### src/rtl/uart_tx_cfg.sv
`default_nettype none
// ============================================================================
//  Module   : uart_tx_cfg
//  Purpose  : Parametrised UART transmitter. Accepts one word per valid/ready
//             handshake and serialises it as start bit, DATA_BITS data bits
//             (LSB first), optional odd/even parity and 1 or 2 stop bits.
//  Ports    : clk      - system clock, rising edge
//             rst_n    - asynchronous reset, active low
//             tx_valid - source presents a word on tx_data
//             tx_data  - word to send, sampled only on handshake
//             tx_ready - block can accept a word (IDLE only)
//             uart_tx  - serial line, idle high
//             tx_busy  - frame in progress
//             tx_done  - one-cycle pulse after the last stop bit
//  Revision : 1.0 - initial release
// ============================================================================
module uart_tx_cfg #(
   parameter int CLK_FREQ  = 50000000,
   parameter int UART_BPS  = 9600,
   parameter int DATA_BITS = 8,
   parameter int PARITY    = 0,
   parameter int STOP_BITS = 1
) (
   input  logic                 clk,
   input  logic                 rst_n,
   input  logic                 tx_valid,
   input  logic [DATA_BITS-1:0] tx_data,
   output logic                 tx_ready,
   output logic                 uart_tx,
   output logic                 tx_busy,
   output logic                 tx_done
);

   localparam int BPS_CNT = CLK_FREQ / UART_BPS;
   localparam int CNT_W   = (BPS_CNT > 1) ? $clog2(BPS_CNT) : 1;
   localparam int IDX_W   = $clog2(DATA_BITS);

   localparam logic [CNT_W-1:0] c_BAUD_MAX = CNT_W'(BPS_CNT - 1);
   localparam logic [IDX_W-1:0] c_IDX_MAX  = IDX_W'(DATA_BITS - 1);
   localparam logic             c_STOP_MAX = 1'(STOP_BITS - 1);

   localparam logic [2:0] c_S_IDLE   = 3'd0;
   localparam logic [2:0] c_S_START  = 3'd1;
   localparam logic [2:0] c_S_DATA   = 3'd2;
   localparam logic [2:0] c_S_PARITY = 3'd3;
   localparam logic [2:0] c_S_STOP   = 3'd4;

   generate
      if (DATA_BITS < 5 || DATA_BITS > 9) begin : g_bad_data_bits
         $error("uart_tx_cfg: DATA_BITS must be 5..9");
      end
      if (PARITY < 0 || PARITY > 2) begin : g_bad_parity
         $error("uart_tx_cfg: PARITY must be 0, 1 or 2");
      end
      if (STOP_BITS < 1 || STOP_BITS > 2) begin : g_bad_stop_bits
         $error("uart_tx_cfg: STOP_BITS must be 1 or 2");
      end
      if (BPS_CNT < 2) begin : g_bad_bps_cnt
         $error("uart_tx_cfg: CLK_FREQ/UART_BPS must be at least 2");
      end
   endgenerate

   logic [2:0]           r_state;
   logic [CNT_W-1:0]     r_baud_cnt;
   logic [IDX_W-1:0]     r_bit_idx;
   logic                 r_stop_cnt;
   logic [DATA_BITS-1:0] r_shift;
   logic                 r_parity;
   logic                 r_tx;
   logic                 r_ready;
   logic                 r_busy;
   logic                 r_done;
   logic                 w_baud_wrap;

   assign w_baud_wrap = (r_baud_cnt == c_BAUD_MAX);

   // Every output is registered, so each branch loads the line value that
   // must be visible during the bit period starting at this edge.
   always_ff @(posedge clk or negedge rst_n) begin
      if (!rst_n) begin
         r_state    <= c_S_IDLE;
         r_baud_cnt <= '0;
         r_bit_idx  <= '0;
         r_stop_cnt <= 1'b0;
         r_shift    <= '0;
         r_parity   <= 1'b0;
         r_tx       <= 1'b1;
         r_ready    <= 1'b1;
         r_busy     <= 1'b0;
         r_done     <= 1'b0;
      end else begin
         r_done <= 1'b0;
         case (r_state)
            c_S_IDLE: begin
               r_tx    <= 1'b1;
               r_ready <= 1'b1;
               r_busy  <= 1'b0;
               if (tx_valid && r_ready) begin
                  r_state    <= c_S_START;
                  r_shift    <= tx_data;
                  // odd parity: bit makes total ones odd; even: total even
                  r_parity   <= (PARITY == 1) ? ~^tx_data : ^tx_data;
                  r_baud_cnt <= '0;
                  r_tx       <= 1'b0;
                  r_ready    <= 1'b0;
                  r_busy     <= 1'b1;
               end
            end
            c_S_START: begin
               if (w_baud_wrap) begin
                  r_baud_cnt <= '0;
                  r_bit_idx  <= '0;
                  r_state    <= c_S_DATA;
                  r_tx       <= r_shift[0];
               end else begin
                  r_baud_cnt <= r_baud_cnt + 1'b1;
               end
            end
            c_S_DATA: begin
               if (w_baud_wrap) begin
                  r_baud_cnt <= '0;
                  if (r_bit_idx == c_IDX_MAX) begin
                     r_stop_cnt <= 1'b0;
                     if (PARITY != 0) begin
                        r_state <= c_S_PARITY;
                        r_tx    <= r_parity;
                     end else begin
                        r_state <= c_S_STOP;
                        r_tx    <= 1'b1;
                     end
                  end else begin
                     // shift register keeps the next bit at position 1
                     r_bit_idx <= r_bit_idx + 1'b1;
                     r_shift   <= r_shift >> 1;
                     r_tx      <= r_shift[1];
                  end
               end else begin
                  r_baud_cnt <= r_baud_cnt + 1'b1;
               end
            end
            c_S_PARITY: begin
               if (w_baud_wrap) begin
                  r_baud_cnt <= '0;
                  r_stop_cnt <= 1'b0;
                  r_state    <= c_S_STOP;
                  r_tx       <= 1'b1;
               end else begin
                  r_baud_cnt <= r_baud_cnt + 1'b1;
               end
            end
            c_S_STOP: begin
               if (w_baud_wrap) begin
                  r_baud_cnt <= '0;
                  if (r_stop_cnt == c_STOP_MAX) begin
                     r_state <= c_S_IDLE;
                     r_tx    <= 1'b1;
                     r_ready <= 1'b1;
                     r_busy  <= 1'b0;
                     r_done  <= 1'b1;
                  end else begin
                     r_stop_cnt <= r_stop_cnt + 1'b1;
                  end
               end else begin
                  r_baud_cnt <= r_baud_cnt + 1'b1;
               end
            end
            default: begin
               r_state <= c_S_IDLE;
               r_tx    <= 1'b1;
               r_ready <= 1'b1;
               r_busy  <= 1'b0;
            end
         endcase
      end
   end

   assign tx_ready = r_ready;
   assign uart_tx  = r_tx;
   assign tx_busy  = r_busy;
   assign tx_done  = r_done;

endmodule
`default_nettype wire
### config.mk
export PLATFORM = sky130hd
export DESIGN_NAME = uart_tx_cfg
export DESIGN_NICKNAME = d
export VERILOG_FILES = /design/src/rtl/uart_tx_cfg.sv
export SDC_FILE = /design/constraint.sdc
export NUM_CORES = 1
export LEC_CHECK = 0
export BUFFER_PORTS_ARGS = -buffer_cell sky130_fd_sc_hd__buf_2
export CAP_MARGIN = 5
export CORE_MARGIN = 3
export CORE_UTILIZATION = 55
export CTS_CLUSTER_DIAMETER = 80
export CTS_CLUSTER_SIZE = 40
export DETAILED_ROUTE_END_ITERATION = 10
export PLACE_DENSITY = 0.83
export SLEW_MARGIN = 20
export SYNTH_ARGS = -nofsm -noshare
export SYNTH_HDL_FRONTEND = slang
export SYNTH_SLANG_ARGS = --single-unit
### constraint.sdc
create_clock -name clk -period 5.7 [get_ports clk]
set_input_delay 0.855 -clock clk [delete_from_list [all_inputs] [get_ports clk]]
set_output_delay 0.855 -clock clk [all_outputs]
set_load 0.02 [all_outputs]
==> flow_summary.html, run 1 <==
<table>
<tr><th>Metric</th><th>Value</th></tr>
<tr><th colspan="2">Power</th></tr>
<tr><td>Maximum resistive drop on vdd</td><td>0.257 mV</td></tr>
<tr><td>Power density over the cells</td><td>460 nW/um^2</td></tr>
<tr><td>Cell leakage power</td><td>0.846 nW</td></tr>
<tr><th colspan="2">Logic synthesis</th></tr>
<tr><td>Number of warning messages in the yosys log</td><td>0</td></tr>
<tr><td>Post-synthesis average cell area</td><td>10.3 um^2</td></tr>
<tr><td>Count of flip-flops with a built-in enable after synthesis</td><td>0</td></tr>
<tr><td>Count of mapped cells out of synthesis</td><td>171</td></tr>
<tr><td>Most used DFF post-synth</td><td>sky130_fd_sc_hd__dfrtp_1</td></tr>
<tr><td>Netlist Area Pre-Place</td><td>1760 um^2</td></tr>
<tr><td>Post-synthesis net count</td><td>185</td></tr>
<tr><td>Sequential share of the synthesized area</td><td>44.2%</td></tr>
<tr><td>Number of library cell types mapped by synthesis</td><td>48</td></tr>
<tr><td>Flop and latch count out of synthesis</td><td>31</td></tr>
<tr><td>Proportion of register bits with asynchronous set or reset after synthesis</td><td>100%</td></tr>
<tr><th colspan="2">Clock network</th></tr>
<tr><td>CTS tree</td><td>done</td></tr>
<tr><td>Clk_lat worst skew</td><td>0.34 ns</td></tr>
<tr><td>Number of clock buffers inserted by TritonCTS</td><td>5</td></tr>
<tr><td>Clock sinks</td><td>31</td></tr>
<tr><td>Htree depth</td><td>2</td></tr>
<tr><td>Worst-case clock buffer depth</td><td>2</td></tr>
<tr><td>CTS clk-pin slew, worst paths</td><td>0.10 ns</td></tr>
<tr><td>Number of resized instances in the post-cts repair step</td><td>0</td></tr>
<tr><td>Setup Fix Bufs, Post-CTS</td><td>0</td></tr>
<tr><td>Root Buffer</td><td>sky130_fd_sc_hd__clkbuf_4</td></tr>
<tr><td>Quantity of hold-fixing buffers added after cts</td><td>0</td></tr>
<tr><th colspan="2">STA</th></tr>
<tr><td>Highest clock rate</td><td>426 MHz</td></tr>
<tr><td>Total of endpoints with negative setup slack in the final report</td><td>0</td></tr>
<tr><td>Final count of hold timing violations</td><td>0</td></tr>
<tr><td>Actual slew at the worst max-slew pin</td><td>0.694 ns</td></tr>
<tr><td>Portion of the clock cycle consumed by the worst path in the final layout</td><td>41.2%</td></tr>
<tr><td>Minimum setup slack in the final design</td><td>3.35 ns</td></tr>
<tr><td>Setup_tns</td><td>0 ns</td></tr>
<tr><td>Minimum period implied by the final worst setup slack</td><td>2.35 ns</td></tr>
<tr><td>Unrepaired setup endpoints after global routing</td><td>false</td></tr>
<tr><td>Number of slew-limit violations in the final report</td><td>0</td></tr>
<tr><td>Max-slew headroom</td><td>53.6%</td></tr>
<tr><td>Setup clock skew after layout</td><td>0.0104 ns</td></tr>
<tr><th colspan="2">Layout</th></tr>
<tr><td>Ratio of cells with drive above 1 in the final layout</td><td>22.2%</td></tr>
<tr><td>Most frequent cells in the layout</td><td>29 x sky130_fd_sc_hd__dfrtp_1, 14 x sky130_fd_sc_hd__buf_2, 13 x sky130_fd_sc_hd__nand2_1, 13 x sky130_fd_sc_hd__mux2_2</td></tr>
<tr><td>Layout Nets</td><td>198</td></tr>
<tr><td>Post-synthesis to final-layout area growth</td><td>6.82%</td></tr>
<tr><td>Final-layout fill cell count</td><td>229</td></tr>
<tr><td>Antenna diodes</td><td>0</td></tr>
<tr><td>Commonest non-fill, non-tap cell in the layout</td><td>sky130_fd_sc_hd__dfrtp_1</td></tr>
<tr><th colspan="2">Floorplanning</th></tr>
<tr><td>Die outline width</td><td>62.6 um</td></tr>
<tr><td>Number of standard-cell rows in the floorplan</td><td>19</td></tr>
<tr><td>Die footprint</td><td>3920 um^2</td></tr>
<tr><td>Area of the core</td><td>2900 um^2</td></tr>
<tr><td>Boundary pin count</td><td>15</td></tr>
<tr><td>Die Span Y</td><td>62.6 um</td></tr>
<tr><td>Starting density of the core</td><td>60.7%</td></tr>
<tr><th colspan="2">Worst setup path</th></tr>
<tr><td>CP delay by family, top</td><td>simple AND/OR/NAND/NOR gates</td></tr>
<tr><td>Worst path required time</td><td>5.93 ns</td></tr>
<tr><td>Register-to-Register Path Depth</td><td>5</td></tr>
<tr><td>Critical path buffer and inverter count</td><td>0</td></tr>
<tr><td>Setup CP Type</td><td>reg2reg</td></tr>
<tr><td>Critical path data arrival time</td><td>2.58 ns</td></tr>
<tr><td>Total stage count of the critical path</td><td>5</td></tr>
<tr><td>Setup crit end kind</td><td>flip-flop</td></tr>
<tr><td>Delay of the slowest critical-path stage</td><td>0.55 ns</td></tr>
<tr><td>Worst path slowest cell</td><td>sky130_fd_sc_hd__nand4_1</td></tr>
<tr><td>Critical Path Source Type</td><td>flip-flop</td></tr>
<tr><td>Cell-by-cell trace of the critical path</td><td>ha_1 &gt; and2_1 &gt; nand4_1 &gt; a2bb2oi_4 &gt; mux2_2</td></tr>
<tr><td>Worst-path maximum fanout</td><td>13</td></tr>
<tr><th colspan="2">Placed design</th></tr>
<tr><td>Number of input and output port buffers inserted</td><td>14</td></tr>
<tr><td>Final HPWL from detailed placement</td><td>2540 um</td></tr>
<tr><td>Post-place setup slack</td><td>3.40 ns</td></tr>
<tr><td>Routability-driven placement congestion ratio</td><td>0.941</td></tr>
<tr><th colspan="2">Route</th></tr>
<tr><td>Wirelength per Cell</td><td>15.3 um</td></tr>
<tr><td>Remaining number of nets flagged by the antenna check after routing</td><td>0</td></tr>
<tr><td>Number of remaining DRC errors</td><td>0</td></tr>
<tr><td>Number of detailed-routing iterations run before antenna repair</td><td>4</td></tr>
<tr><td>Via count</td><td>1393</td></tr>
<tr><td>Routed via count divided by cell count</td><td>6.14</td></tr>
<tr><td>Detailed router's first-iteration violation count</td><td>124</td></tr>
<tr><td>DRT Wirelength</td><td>3480 um</td></tr>
<tr><th colspan="2">Min path</th></tr>
<tr><td>Worst min-delay path class</td><td>reg2reg</td></tr>
<tr><td>Cell depth of the worst min-delay path</td><td>2</td></tr>
<tr><th colspan="2">GRT</th></tr>
<tr><td>Via count of the first global-routing pass</td><td>1341</td></tr>
<tr><td>Gr busiest metal</td><td>met2</td></tr>
<tr><td>Met2 Resource Use GR</td><td>30.6%</td></tr>
<tr><td>Global routing usage on met3</td><td>4.68%</td></tr>
<tr><td>Global router's overall resource usage</td><td>19.6%</td></tr>
<tr><td>Maximum number of pins on one net before global-route repair</td><td>32</td></tr>
<tr><td>Met1 usage</td><td>25.0%</td></tr>
<tr><td>First-pass GRT wire length</td><td>6120 um</td></tr>
<tr><td>Number of antenna violations at the first check in global routing</td><td>0</td></tr>
<tr><td>Leftover overflow at the end of global routing</td><td>0</td></tr>
<tr><th colspan="2">Status</th></tr>
<tr><td>Result of the run</td><td>finished, final reports clean</td></tr>
<tr><th colspan="2">Flow run</th></tr>
<tr><td>Max_cap viols</td><td>0</td></tr>
</table>
[Yosys cell counts, types with 2 or more instances]
library cell,number,area share (%)
sky130_fd_sc_hd__dfrtp_1,29,41
sky130_fd_sc_hd__mux2_2,13,8.3
sky130_fd_sc_hd__nand2_1,13,2.8
sky130_fd_sc_hd__nand3_1,10,2.8
sky130_fd_sc_hd__nor2_1,10,2.1
sky130_fd_sc_hd__a31oi_1,9,3.2
sky130_fd_sc_hd__inv_1,9,1.9
sky130_fd_sc_hd__nor3_1,6,1.7
sky130_fd_sc_hd__o21ai_0,5,1.4
sky130_fd_sc_hd__a21oi_1,4,1.1
sky130_fd_sc_hd__and3_1,4,1.4
sky130_fd_sc_hd__buf_6,4,2.6
sky130_fd_sc_hd__ha_1,3,2.1
sky130_fd_sc_hd__mux2i_1,3,1.7
sky130_fd_sc_hd__nand4_1,3,1.1
sky130_fd_sc_hd__o21a_1,3,1.3
sky130_fd_sc_hd__or3_1,3,1.1
sky130_fd_sc_hd__a2111o_1,2,1.3
sky130_fd_sc_hd__a21o_1,2,0.85
sky130_fd_sc_hd__a22o_1,2,1.0
sky130_fd_sc_hd__a2bb2oi_1,2,1.0
sky130_fd_sc_hd__and2_1,2,0.71
sky130_fd_sc_hd__and4_1,2,1.0
sky130_fd_sc_hd__buf_2,2,0.57
sky130_fd_sc_hd__clkbuf_1,2,0.43
sky130_fd_sc_hd__dfstp_2,2,3.0
[logic make-up after synthesis]
group	Yosys count	synth area share [%]
compound gates	40	17.4
buf+inv	17	5.47
simple gates	62	19.6
flops	31	44.2
xor+xnor	1	0.498
fa+ha+maj	3	2.13
mux	17	10.7
[sequential cells by signal, indices dropped and copies added (netlist names)]
signal and flops:
r_baud_cnt 13, r_shift 8, r_bit_idx 3, r_state 3, tx_busy 1, tx_done 1
tx_ready 1, uart_tx 1
[worst register-to-register path, cell delays in order, from the launching register on]
cell	delay, ns
sky130_fd_sc_hd__dfrtp_1	0.39
sky130_fd_sc_hd__ha_1	0.22
sky130_fd_sc_hd__and2_1	0.23
sky130_fd_sc_hd__nand4_1	0.55
sky130_fd_sc_hd__a2bb2oi_4	0.47
sky130_fd_sc_hd__mux2_2	0.38
[power breakdown]
part	total, mW	internal [mW]	switching [mW]
combinational	0.378	0.172	0.206
sequential	0.356	0.292	0.0642
clock	0.131	0.0596	0.0717
total	0.865	0.523	0.341
[through the flow]
step                util [%]  instance area, um^2  power [mW]  cells  hold slack (ns)
finish                  64.8                 1880       0.865    227            0.489
global route            64.8                 1880       0.935    227            0.521
CTS                     64.8                 1880       0.867    227            0.489
detailed placement      62.8                 1820       0.732    219            0.476
global placement        62.8                 1820       0.713    219            0.471
floorplan                  -                 1760       0.667    171            0.477
[layout make-up]
| type | count | area [um^2] | share of cell area, % |
|---|---|---|---|
| multi-input combinational | 123 | 886 | 47.1 |
| tap | 42 | 52.6 | 2.79 |
| sequential | 31 | 778 | 41.4 |
| clock inverter | 1 | 5.00 | 0.266 |
| timing repair buffer | 14 | 70.1 | 3.73 |
| clock buffer | 7 | 55.1 | 2.93 |
| inverter | 9 | 33.8 | 1.80 |
[routing by layer]
layer / vias up / share of wire (%) / routed length (um)
li1: 664 / - / -
met1: 672 / 44 / 1550
met2: 48 / 47 / 1630
met3: 9 / 6.6 / 229
met4: 0 / 2.1 / 73
met5: - / 0 / 0
[worst paths after layout]
path                            slack, ns        endpoint     startpoint
worst min register to register       0.49        tx_ready       tx_ready
max in group asynchronous            4.73  r_baud_cnt[10]          rst_n
min in group asynchronous            0.54      r_shift[1]          rst_n
worst min-delay path                 0.49        tx_ready       tx_ready
worst max-delay path                 3.35      r_shift[2]  r_baud_cnt[0]
worst max register to register       3.35      r_shift[2]  r_baud_cnt[0]
Power figures use the tool's default switching activity.
==> run 2: changes to the inputs <==
==> constraint.sdc (replaced) <==
create_clock -name clk -period 2.2 [get_ports clk]
set_input_delay 0.33 -clock clk [delete_from_list [all_inputs] [get_ports clk]]
set_output_delay 0.33 -clock clk [all_outputs]
set_load 0.02 [all_outputs]
==> run 2 against run 1 <==
Effect of this change:
- register-to-register slack worse by 3.2 ns
- die area unchanged
- hold slack worse by 0.47 ns
- core utilization up 1.1 points
- via count up 1.8%
- clock skew up 0.0047 ns
- final area up 1.7%
- critical path type unchanged
- critical path depth up 1
- sequential share of layout area down 0.68 points
- flip-flop and latch count unchanged
- largest power group unchanged
==> flow_summary.html, run 2 (synthesis results as in run 1) <==
<table>
<tr><th>Metric</th><th>Value</th></tr>
<tr><th colspan="2">Route</th></tr>
<tr><td>Remaining number of nets flagged by the antenna check after routing</td><td>0 (unchanged)</td></tr>
<tr><td>Wirelength per Cell</td><td>15.4 um (was 15.3 um)</td></tr>
<tr><td>Detailed router's first-iteration violation count</td><td>157 (was 124)</td></tr>
<tr><td>Number of remaining DRC errors</td><td>0 (unchanged)</td></tr>
<tr><td>Routed via count divided by cell count</td><td>6.17 (was 6.14)</td></tr>
<tr><td>Number of detailed-routing iterations run before antenna repair</td><td>4 (unchanged)</td></tr>
<tr><td>DRT Wirelength</td><td>3540 um (was 3480 um)</td></tr>
<tr><td>Via count</td><td>1418 (was 1393)</td></tr>
<tr><th colspan="2">Worst setup path</th></tr>
<tr><td>Register-to-Register Path Depth</td><td>6 (was 5)</td></tr>
<tr><td>Timing startpoint of the critical path</td><td>r_bit_idx[0] (was r_baud_cnt[0])</td></tr>
<tr><td>Worst R2R Setup Slack</td><td>0.17 ns (was 3.35 ns)</td></tr>
<tr><td>Destination of the worst register-to-register timing path</td><td>r_bit_idx[0] (was r_shift[2])</td></tr>
<tr><td>Worst setup path endpoint</td><td>r_bit_idx[0] (was r_shift[2])</td></tr>
<tr><td>Worst flop-to-flop path startpoint</td><td>r_bit_idx[0] (was r_baud_cnt[0])</td></tr>
<tr><td>Worst-path maximum fanout</td><td>3 (was 13)</td></tr>
<tr><td>Critical Path Source Type</td><td>flip-flop (unchanged)</td></tr>
<tr><td>Critical path data arrival time</td><td>2.23 ns (was 2.58 ns)</td></tr>
<tr><td>Setup crit end kind</td><td>flip-flop (unchanged)</td></tr>
<tr><td>Setup CP Type</td><td>reg2reg (unchanged)</td></tr>
<tr><td>Worst path required time</td><td>2.40 ns (was 5.93 ns)</td></tr>
<tr><th colspan="2">Power</th></tr>
<tr><td>Share of power burned in the clock network</td><td>16.1% (was 15.2%)</td></tr>
<tr><td>Net Sw Frac</td><td>38.8% (was 39.5%)</td></tr>
<tr><td>Maximum resistive drop on vdd</td><td>0.567 mV (was 0.257 mV)</td></tr>
<tr><td>Part of the total power dissipated in combinational logic</td><td>43.5% (was 43.7%)</td></tr>
<tr><td>P_sw</td><td>0.896 mW (was 0.341 mW)</td></tr>
<tr><td>Internal power</td><td>1.41 mW (was 0.523 mW)</td></tr>
<tr><td>Cell leakage power</td><td>0.863 nW (was 0.846 nW)</td></tr>
<tr><td>Proportion of power drawn by flip-flops and latches</td><td>40.4% (was 41.1%)</td></tr>
<tr><td>Power density over the cells</td><td>1210 nW/um^2 (was 460 nW/um^2)</td></tr>
<tr><th colspan="2">Clock network</th></tr>
<tr><td>Number of clock buffers inserted by TritonCTS</td><td>5 (unchanged)</td></tr>
<tr><td>Quantity of hold-fixing buffers added after cts</td><td>0 (unchanged)</td></tr>
<tr><td>Clk_lat worst skew</td><td>0.32 ns (was 0.34 ns)</td></tr>
<tr><td>Root Buffer</td><td>sky130_fd_sc_hd__clkbuf_4 (unchanged)</td></tr>
<tr><td>Setup Fix Bufs, Post-CTS</td><td>0 (unchanged)</td></tr>
<tr><td>CTS clk-pin slew, worst paths</td><td>0.10 ns (about the same)</td></tr>
<tr><td>CTS tree</td><td>done (unchanged)</td></tr>
<tr><td>Clock sinks</td><td>31 (unchanged)</td></tr>
<tr><td>Worst-case clock buffer depth</td><td>2 (unchanged)</td></tr>
<tr><td>Htree depth</td><td>2 (unchanged)</td></tr>
<tr><td>Number of resized instances in the post-cts repair step</td><td>0 (unchanged)</td></tr>
<tr><th colspan="2">Layout</th></tr>
<tr><td>Ratio of cells with drive above 1 in the final layout</td><td>23.4% (was 22.2%)</td></tr>
<tr><td>Layout Nets</td><td>201 (was 198)</td></tr>
<tr><td>Antenna diodes</td><td>0 (unchanged)</td></tr>
<tr><td>Largest register FFs</td><td>13 (unchanged)</td></tr>
<tr><td>Register with the highest flop count</td><td>r_baud_cnt (unchanged)</td></tr>
<tr><td>Most frequent cells in the layout</td><td>29 x sky130_fd_sc_hd__dfrtp_1, 14 x sky130_fd_sc_hd__buf_2, 13 x sky130_fd_sc_hd__nand2_1, 13 x sky130_fd_sc_hd__mux2_2 (unchanged)</td></tr>
<tr><td>Post-synthesis to final-layout area growth</td><td>8.60% (was 6.82%)</td></tr>
<tr><td>Final-layout fill cell count</td><td>237 (was 229)</td></tr>
<tr><td>Area used by multi-input combinational logic</td><td>886 um^2 (unchanged)</td></tr>
<tr><td>Commonest non-fill, non-tap cell in the layout</td><td>sky130_fd_sc_hd__dfrtp_1 (unchanged)</td></tr>
<tr><td>Top flop regs</td><td>r_baud_cnt x13, r_shift x8 (unchanged)</td></tr>
<tr><td>Seq. cell area</td><td>778 um^2 (unchanged)</td></tr>
<tr><td>End-of-flow core utilization</td><td>65.9% (was 64.8%)</td></tr>
<tr><th colspan="2">Placed design</th></tr>
<tr><td>Post-place setup slack</td><td>0.190 ns (was 3.40 ns)</td></tr>
<tr><td>Number of input and output port buffers inserted</td><td>14 (unchanged)</td></tr>
<tr><td>Routability-driven placement congestion ratio</td><td>0.956 (was 0.941)</td></tr>
<tr><td>Final HPWL from detailed placement</td><td>2570 um (was 2540 um)</td></tr>
<tr><th colspan="2">STA</th></tr>
<tr><td>Actual slew at the worst max-slew pin</td><td>0.662 ns (was 0.694 ns)</td></tr>
<tr><td>Total of endpoints with negative setup slack in the final report</td><td>0 (unchanged)</td></tr>
<tr><td>Number of slew-limit violations in the final report</td><td>0 (unchanged)</td></tr>
<tr><td>Minimum period implied by the final worst setup slack</td><td>2.03 ns (was 2.35 ns)</td></tr>
<tr><td>Highest clock rate</td><td>493 MHz (was 426 MHz)</td></tr>
<tr><td>Minimum setup slack in the final design</td><td>0.170 ns (was 3.35 ns)</td></tr>
<tr><td>Final count of hold timing violations</td><td>0 (unchanged)</td></tr>
<tr><td>Max-slew headroom</td><td>55.9% (was 53.6%)</td></tr>
<tr><td>Setup clock skew after layout</td><td>0.0151 ns (was 0.0104 ns)</td></tr>
<tr><td>Portion of the clock cycle consumed by the worst path in the final layout</td><td>92.3% (was 41.2%)</td></tr>
<tr><td>Hold Worst Slack</td><td>0.0226 ns (was 0.489 ns)</td></tr>
<tr><td>Unrepaired setup endpoints after global routing</td><td>false (unchanged)</td></tr>
<tr><td>Setup_tns</td><td>0 ns (unchanged)</td></tr>
<tr><th colspan="2">Min path</th></tr>
<tr><td>Worst min-delay path class</td><td>in2async (was reg2reg)</td></tr>
<tr><th colspan="2">GRT</th></tr>
<tr><td>Number of antenna violations at the first check in global routing</td><td>0 (unchanged)</td></tr>
<tr><td>Global router's overall resource usage</td><td>19.9% (was 19.6%)</td></tr>
<tr><td>Via count of the first global-routing pass</td><td>1357 (was 1341)</td></tr>
<tr><td>First-pass GRT wire length</td><td>6320 um (was 6120 um)</td></tr>
<tr><td>Leftover overflow at the end of global routing</td><td>0 (unchanged)</td></tr>
<tr><td>Maximum number of pins on one net before global-route repair</td><td>32 (unchanged)</td></tr>
<tr><th colspan="2">Floorplanning</th></tr>
<tr><td>Die outline width</td><td>62.6 um (unchanged)</td></tr>
<tr><td>Number of standard-cell rows in the floorplan</td><td>19 (unchanged)</td></tr>
<tr><td>Starting density of the core</td><td>60.7% (unchanged)</td></tr>
<tr><td>Area of the core</td><td>2900 um^2 (unchanged)</td></tr>
<tr><td>Die Span Y</td><td>62.6 um (unchanged)</td></tr>
<tr><td>Boundary pin count</td><td>15 (unchanged)</td></tr>
<tr><td>Die footprint</td><td>3920 um^2 (unchanged)</td></tr>
<tr><th colspan="2">Flow run</th></tr>
<tr><td>Max_cap viols</td><td>0 (unchanged)</td></tr>
<tr><th colspan="2">Status</th></tr>
<tr><td>Result of the run</td><td>finished, final reports clean (unchanged)</td></tr>
</table>
## run 2: routing by layer
metal,GRT usage (%),share of wire (%)
met5,0,0
met4,7.71,1.7
met2,30.8,48
met3,4.32,5.1
met1,27.4,45
## run 2: how the worst min path moves through the flow
stage               endpoint  slack (ns)  depth (start not counted)
6_report          r_state[1]        0.02                          1
4_1_cts           r_state[2]        0.05                          1
3_3_place_gp      r_state[1]        0.40                          1
5_1_grt           r_state[1]        0.07                          1
2_1_floorplan  r_baud_cnt[0]        0.03                          0
3_5_place_dp      r_state[0]        0.41                          1
## run 2: area by class of cell
type	count	share of cell area, %
timing repair buffer	17	4.84
inverter	9	1.77
tap	42	2.75
clock buffer	8	3.60
sequential	31	40.7
multi-input combinational	123	46.3
## run 2: critical path, stage by stage (launching register included)
cell,delay [ns]
sky130_fd_sc_hd__dfrtp_1,0.40
sky130_fd_sc_hd__ha_1,0.20
sky130_fd_sc_hd__ha_1,0.21
sky130_fd_sc_hd__nor2_1,0.21
sky130_fd_sc_hd__nand2_1,0.08
sky130_fd_sc_hd__a2111o_1,0.47
sky130_fd_sc_hd__mux2_1,0.34
## run 2: power groups by stage
stage / sequential [mW] / clock [mW] / combinational [mW]
after floorplan: 0.889 / 0 / 0.839
after global placement: 0.921 / 0 / 0.956
after detailed placement: 0.937 / 0 / 1.00
after CTS: 0.926 / 0.382 / 1.01
after global routing: 0.959 / 0.411 / 1.12
final: 0.933 / 0.372 / 1.01
## run 2: through the flow
step / instance area [um^2] / std cells / power (mW)
global placement: 1840 / 222 / 1.88
detailed placement: 1840 / 222 / 1.94
finish: 1910 / 230 / 2.31
global route: 1910 / 230 / 2.49
CTS: 1910 / 230 / 2.32
floorplan: 1760 / 171 / 1.73
